[config.mk]
export PLATFORM = sky130hd
export DESIGN_NAME = tdm_slot_scheduler
export DESIGN_NICKNAME = d
export VERILOG_FILES = /design/src/rtl/tdm_sched_pkg.sv /design/src/rtl/rr_next_picker.sv /design/src/rtl/tdm_slot_scheduler.sv
export SDC_FILE = /design/constraint.sdc
export NUM_CORES = 1
export LEC_CHECK = 0
export BUFFER_PORTS_ARGS = -buffer_cell sky130_fd_sc_hd__buf_2
export CORE_MARGIN = 2
export CORE_UTILIZATION = 45
export DETAILED_ROUTE_END_ITERATION = 8
export HOLD_SLACK_MARGIN = 0.02
export PLACE_DENSITY = 0.71
export SYNTH_ARGS = -nofsm -noshare
export SYNTH_HDL_FRONTEND = slang
export SYNTH_SLANG_ARGS = --single-unit
[constraint.sdc]
create_clock -name clk -period 1.2 [get_ports clk]
set_input_delay 0.12 -clock clk [delete_from_list [all_inputs] [get_ports clk]]
set_output_delay 0.12 -clock clk [all_outputs]
set_load 0.01 [all_outputs]
[src/rtl/tdm_sched_pkg.sv]
// Shared types and helpers for the TDM slot scheduler.
// Build option: TDM_SKIP_IDLE_EN selects work-conserving scheduling (see tdm_slot_scheduler).
package tdm_sched_pkg;

    localparam int NUM_CH = 4;
    localparam int SEL_W  = 2;

    typedef enum logic [1:0] {
        IDLE  = 2'd0,
        SLOT  = 2'd1,
        GUARD = 2'd2
    } state_t;

    function automatic logic [NUM_CH-1:0] onehot4(input logic [SEL_W-1:0] idx);
        return 4'b0001 << idx;
    endfunction

endpackage

[src/rtl/rr_next_picker.sv]
// Round-robin search for the next channel after the last-served pointer.
// In strict mode every channel is treated as requesting, so a channel is always found.
module rr_next_picker
    import tdm_sched_pkg::*;
(
    input  logic [SEL_W-1:0]  i_ptr,
    input  logic [NUM_CH-1:0] i_req,
    input  logic              i_mode_skip,
    output logic [SEL_W-1:0]  o_next,
    output logic              o_found
);

    logic [NUM_CH-1:0] w_req_eff;

    assign w_req_eff = i_mode_skip ? i_req : {NUM_CH{1'b1}};

    // Offset 4 wraps back to the pointer itself, so it is searched last.
    always_comb begin
        logic [SEL_W-1:0] v_idx;
        o_next  = '0;
        o_found = 1'b0;
        v_idx   = '0;
        for (int i = 1; i <= NUM_CH; i++) begin
            v_idx = i_ptr + SEL_W'(i);
            if (!o_found && w_req_eff[v_idx]) begin
                o_next  = v_idx;
                o_found = 1'b1;
            end
        end
    end

endmodule

[src/rtl/tdm_slot_scheduler.sv]
// Round-robin TDM slot scheduler driving the 4:1 channel mux select and one-hot grant.
// Define TDM_SKIP_IDLE_EN for work-conserving mode; default is strict TDM.
//
//   state | meaning
//   IDLE  | no slot in progress, waiting for en (and a requester in skip mode)
//   SLOT  | grant high for the selected channel, counter running
//   GUARD | one dead cycle between slots, grant low, sel held
module tdm_slot_scheduler
    import tdm_sched_pkg::state_t, tdm_sched_pkg::IDLE, tdm_sched_pkg::SLOT,
           tdm_sched_pkg::GUARD, tdm_sched_pkg::SEL_W, tdm_sched_pkg::onehot4;
#(
    parameter int NUM_CH   = 4,
    parameter int SLOT_LEN = 8
) (
    input  logic              clk,
    input  logic              rst,
    input  logic              en,
    input  logic [NUM_CH-1:0] req,
    output logic [SEL_W-1:0]  sel,
    output logic [NUM_CH-1:0] grant,
    output logic              slot_start,
    output logic              frame_start,
    output logic              busy
);

    localparam int             CW       = $clog2(SLOT_LEN + 1);
    localparam logic [CW-1:0]  CNT_LAST = CW'(SLOT_LEN - 1);

    state_t             r_state;
    logic [CW-1:0]      r_cnt;
    logic [SEL_W-1:0]   r_ptr;
    logic [SEL_W-1:0]   r_sel;
    logic [NUM_CH-1:0]  r_grant;
    logic               r_slot_start;
    logic               r_frame_start;
    logic               r_busy;

    logic [SEL_W-1:0]   w_next;
    logic               w_found;
    logic               w_early;
    logic               w_start;
    logic               w_mode_skip;

`ifdef TDM_SKIP_IDLE_EN
    assign w_mode_skip = 1'b1;
    assign w_early     = ~req[r_sel];
`else
    assign w_mode_skip = 1'b0;
    assign w_early     = 1'b0;
`endif

    rr_next_picker u_picker (
        .i_ptr       (r_ptr),
        .i_req       (req),
        .i_mode_skip (w_mode_skip),
        .o_next      (w_next),
        .o_found     (w_found)
    );

    // Decisions are only taken from IDLE or GUARD; en never cuts a running slot.
    assign w_start = ((r_state == IDLE) || (r_state == GUARD)) && en && w_found;

    always_ff @(posedge clk) begin
        if (rst) begin
            r_state       <= IDLE;
            r_cnt         <= '0;
            r_ptr         <= SEL_W'(3);
            r_sel         <= '0;
            r_grant       <= '0;
            r_slot_start  <= 1'b0;
            r_frame_start <= 1'b0;
            r_busy        <= 1'b0;
        end else begin
            r_slot_start  <= 1'b0;
            r_frame_start <= 1'b0;
            if (w_start) begin
                r_state       <= SLOT;
                r_sel         <= w_next;
                r_grant       <= onehot4(w_next);
                r_slot_start  <= 1'b1;
                r_frame_start <= (w_next == '0);
                r_cnt         <= '0;
                r_busy        <= 1'b1;
            end else begin
                case (r_state)
                    SLOT: begin
                        if ((r_cnt == CNT_LAST) || w_early) begin
                            r_state <= GUARD;
                            r_grant <= '0;
                            r_ptr   <= r_sel;
                        end else begin
                            r_cnt <= r_cnt + 1'b1;
                        end
                    end
                    GUARD: begin
                        r_state <= IDLE;
                        r_busy  <= 1'b0;
                    end
                    default: begin
                        r_state <= IDLE;
                    end
                endcase
            end
        end
    end

    assign sel         = r_sel;
    assign grant       = r_grant;
    assign slot_start  = r_slot_start;
    assign frame_start = r_frame_start;
    assign busy        = r_busy;

endmodule

# ---- Yosys cells after proc, flatten, opt, wreduce, memory -nomap -nowiden
# Index checks and enable logic that the tools add are counted.
dict set report totals {
  reg_bits 17
  out_inout_bits 9
  elab_cells 70
}
dict set report classes {
  n_addsub 4
  magnitude_cmp 4
  eq_ne 4
  n_shift 1
  n_mux 25
  bitwise 3
  n_reduce_logical 20
}
# cell n
set ops {}
lappend ops {{$mux W1} 14}
lappend ops {{$lt A2 B3 Y1 const B} 4}
lappend ops {{$mux W4} 3}
lappend ops {{$bmux W1 S2} 4}
lappend ops {{$mux W2} 4}
lappend ops {{$reduce_bool A2 Y1} 3}
lappend ops {{$logic_and A1 B1 Y1} 5}
lappend ops {{$add A2 B2 Y2 const B} 2}
lappend ops {{$add A4 B1 Y4 const B} 1}
lappend ops {{$eq A4 B3 Y1 const B} 1}
lappend ops {{$logic_not A2 Y1} 2}
lappend ops {{$reduce_and A2 Y1} 2}
lappend ops {{$reduce_or A2 Y1} 2}
lappend ops {{$shl A1 B2 Y4 const A} 1}
lappend ops {{$logic_not A1 Y1} 3}
lappend ops {{$ne A3 B3 Y1 const B} 1}
lappend ops {{$not A1 Y1} 3}
lappend ops {{$reduce_and A3 Y1} 1}
lappend ops {{$reduce_or A3 Y1} 1}
lappend ops {{$add A2 B1 Y2 const B} 1}
lappend ops {{$eq A2 B1 Y1 const B} 1}
lappend ops {{$eq A2 B2 Y1 const B} 1}
lappend ops {{$logic_or A1 B1 Y1} 1}

# ---- Logic depth before layout (Yosys ltp)
dict set report logic_depth {
  depth_word 16
  depth_mapped 5
}

# ---- Hierarchy
# A second synthesis with hierarchy kept.
dict set report hier_totals {
  hier_cells 106
  hier_area_um2 954.7
}
# mod n_inst cells_each area_per_inst_um2 seq_area_each_um2
set by_module_without_submodules {}
lappend by_module_without_submodules {tdm_slot_scheduler 1 62 653.1 340.3}
lappend by_module_without_submodules {rr_next_picker 1 44 301.5 0.0}

# ---- Worst setup path after synthesis
# No wires, ideal clock.
dict set report synth_path {
  path_kind {reg2reg}
  start {register r_cnt[0]}
  end {register r_cnt[3]}
  setup_time_ns 0.070
  arrival_ns 1.195
  required_time_ns 1.130
  setup_slack_ns -0.065
  stages_incl_launch_ff 4
  path_buffers 0
  period_less_slack_ns 1.265
  path_cell_list {dfxtp_1 > ha_1 > or4_1 > a21boi_1}
}
dict set report synth_via {
  elab_chain_len 3
}
# item line_no
set synth_rtl {}
lappend synth_rtl {{from (decl)} tdm_slot_scheduler.sv:30} ;# logic [CW-1:0] r_cnt;
lappend synth_rtl {{from (signal assigned)} tdm_slot_scheduler.sv:92} ;# r_cnt <= r_cnt + 1'b1;
lappend synth_rtl {{parallel branches: the longest is 3 deep, another holds $add A4 B1 Y4} -}
# Several ways; the timed one is not identified.
# A chain may end at the register's enable or synchronous reset.

# ---- Final worst setup path
dict set report layout_path {
  start {register r_cnt[1]}
  end {register r_cnt[3]}
}
# Same word-level chain as after synthesis.

==> results by group <==
Job
  – Max-Cap Viols: 0

Synthesis
  – Number of flops mapped to enable cells by yosys: 0
  – Synth top area cells: dfxtp_1, ha_1, a32o_1
  – Top-area cell type share of the netlist area: 48.0%
  – Commonest cells post-synth: dfxtp_1, ha_1, nand3_1
  – Seq/Total Area, Yosys: 48.0%
  – Post-Syn Nets: 77
  – Syn Inst Count: 65
  – Count of cell types in the netlist: 26
  – Most common cell in the synthesized netlist: dfxtp_1
  – Top_reg_cell synth: dfxtp_1
  – Synth Register Bits: 17
  – Mapped Avg Cell Area: 10.9 sq um
  – Yosys warns: 0
  – Syn Std Cell Area: 709 sq um
  – Synth area leader: dfxtp_1
  – Async S/R FF share, synth: 0%

Drt
  – First-pass iteration count of the detailed router: 4
  – Drt total wl: 1.29 mm
  – Routed Antenna Nets: 0
  – Drt via density: 5.52
  – DRC errors left: 0
  – Iteration-0 DRC count of the detailed router: 12
  – Via Count: 563
  – Drt wl/cell: 12.7 microns

Run status
  – Status: finished, final reports clean

Global routing
  – Global-route usage over all layers: between 15 and 20%
  – Vias in the first global route: between 500 and 600
  – Maximum number of pins on one net before global-route repair: 11
  – First-pass GRT wire length: 2.26 mm
  – Initial antenna violation count: 0
  – Global route total overflow: 0

Clock network
  – Clk sinks: 17
  – Num CTS Buffers: 3
  – CTS tree: done
  – # H-tree levels: 1
  – Clock Path Buffers: 2
  – Clock slew at reported path FFs: 0.09 ns
  – Root buffer cell: clkbuf_4
  – Clk_lat worst skew: 0.30 ns

Die
  – Die area: around 0.0019 sq mm
  – Core ar.: 0.00149 sq mm
  – Io pins: 16
  – Die height: 43.7 microns
  – Starting density of the core: 47.6%
  – Die width: 43.7 microns
  – Cell Rows: 14

Critical path
  – Reg2Reg Setup Slack: 0.01 ns
  – Worst EP required: 1.44 ns
  – CP arrival: around 1.4 ns
  – CP startpoint kind: flip-flop
  – Setup crit end kind: flip-flop
  – Largest stage delay on the critical path: 0.51 ns
  – Crit-path cells: ha_4, or4_4, a21boi_2
  – Crit Path Class: flip-flop to flip-flop
  – Worst Path Max Fanout: 4
  – FF-to-FF path depth: 3
  – Slowest cell on crit path: or4_4

STA
  – Minimum clock period: 1.19 ns
  – Setup Skew: 0.00788 ns
  – Fmax: between 800 and 900 MHz
  – Final setup TNS: 0 ns
  – RSZ-0062 raised after global routing: yes
  – Slew headroom: about three quarters
  – Setup Viol. Count Final: 0
  – Hold Fails Final Rpt: 0
  – Worst Max-Slew Pin Slew: 0.363 ns
  – Slew Viols, Final: 0
  – Part of the cycle the worst path needs: 98.9%

Pwr
  – Leak pwr: 0.414 nW
  – Power per cell area: about 1200 mW/mm^2
  – Max VDD drop: approximately 0.71 mV

Place
  – Dpl hpwl: about 910 microns
  – GP Congestion: 0.740
  – Cell count after placement: 98
  – # port buffers: 11
  – Post-Place Cell Area: 825 sq um

Final layout
  – Nets@finish: 99
  – Final Instance Area: roughly 900 sq um
  – Post-Layout Cell Count: around 100
  – Layout cells sized above 1: 40.7%
  – Layout area overhead: 24.9%
  – # fillers: 129
  – N_diodes: 0

Worst hold path
  – Hold depth: 2
  – Hold WC Path Type: input pin to flip-flop
layout make-up:
| type | instances | area, sq um | share of cell area [%] |
|---|---|---|---|
| Tap cell | 16 | 20.0 | 2.26 |
| Multi-Input combinational cell | 42 | 364 | 41.1 |
| Sequential cell | 17 | 344 | 38.8 |
| Timing Repair Buffer | 19 | 115 | 13.0 |
| Inverter | 4 | 15.0 | 1.69 |
| Clock buffer | 3 | 22.5 | 2.54 |
| Clock inverter | 1 | 5.00 | 0.565 |
cells by family after synthesis:
logic type	count (synthesis)	synth area share, %
simple gates	20	19.2
compound gates	15	15.9
buf+inv	6	5.29
flops	17	48.0
fa+ha+maj	5	8.82
mux	2	2.82
layout by cell type (no fill, tap or decap):
cell type / synthesis / final
nand2b_4: 1 / 2
and2b_1: 1 / 1
a22o_1: 2 / 2
nor2_2: 1 / 1
clkinv_2: 0 / 1
and2b_4: 1 / 1
and3b_1: 1 / 1
ha_1: 5 / 4
o211ai_1: 2 / 2
a21o_1: 1 / 1
a21oi_1: 3 / 3
nand3_2: 0 / 1
nand3_1: 5 / 4
inv_1: 4 / 4
dfxtp_1: 17 / 14
nor2_1: 1 / 1
o21ai_0: 2 / 2
buf_4: 0 / 8
nand3b_1: 1 / 1
and2_4: 1 / 1
ha_4: 0 / 1
mux2i_1: 2 / 2
clkbuf_4: 0 / 3
a32o_1: 4 / 4
buf_2: 0 / 11
and2_1: 1 / 1
nand4_1: 3 / 3
a21boi_2: 0 / 1
dfxtp_2: 0 / 3
or4_4: 0 / 1
and3_1: 1 / 1
repair_timing:
| item | CTS | global route |
|---|---|---|
| pin swaps | 1 | 1 |
| endpoints found under the setup margin | 5 | 6 |
| resized for setup | 3 | 5 |
| setup buffers | 0 | 0 |
| hold buffers | 0 | 0 |
power by group:
part | internal [mW] | switching [mW] | leakage [nW]
clock | 0.124 | 0.185 | 0.0177
combinational | 0.0602 | 0.0587 | 0.257
sequential | 0.585 | 0.0135 | 0.140
final timing paths:
check	from	endpoint
worst max register to register	r_cnt[1]	r_cnt[3]
worst min-delay path	rst	busy
worst max-delay path	r_cnt[1]	r_cnt[3]
worst min register to register	busy	busy
registers in the layout, indices dropped and copies added (netlist names):
| register | cells |
|---|---|
| grant | 4 |
| r_cnt | 4 |
| r_ptr | 2 |
| r_state | 2 |
| sel | 2 |
| busy | 1 |
| frame_start | 1 |
| slot_start | 1 |
critical path, delay by kind of cell (launching register included):
family / cells / cell delay [ns]
AOI/OAI and AO/OA: 1 / 0.12
DFF: 1 / 0.35
adders and majority gates: 1 / 0.17
and+or+nand+nor: 1 / 0.51
layer usage:
metal  up-vias  wire length (microns)  part of all wire [%]  global-route usage [%]
li1        282                      -                     -                       -
met5         -                      0                     0                       0
met1       263                    624                    48                    20.7
met2        13                    573                    44                    25.6
met4         0                     39                   3.0                    10.9
met3         5                     54                   4.2                    2.50
stage by stage:
step	hold slack, ns	total power, mW	utilization, %	setup WS (ns)
global route	0.0520	1.07	59.5	-0.0303
CTS	0.0268	1.03	58.1	-0.0106
finish	0.0352	1.03	59.5	0.0127
floorplan	0.189	0.685	-	0.0126
detailed placement	0.348	0.719	55.4	0.00884
global placement	0.331	0.715	55.4	0.0252
Note: power is estimated with default switching activity, not from simulation.
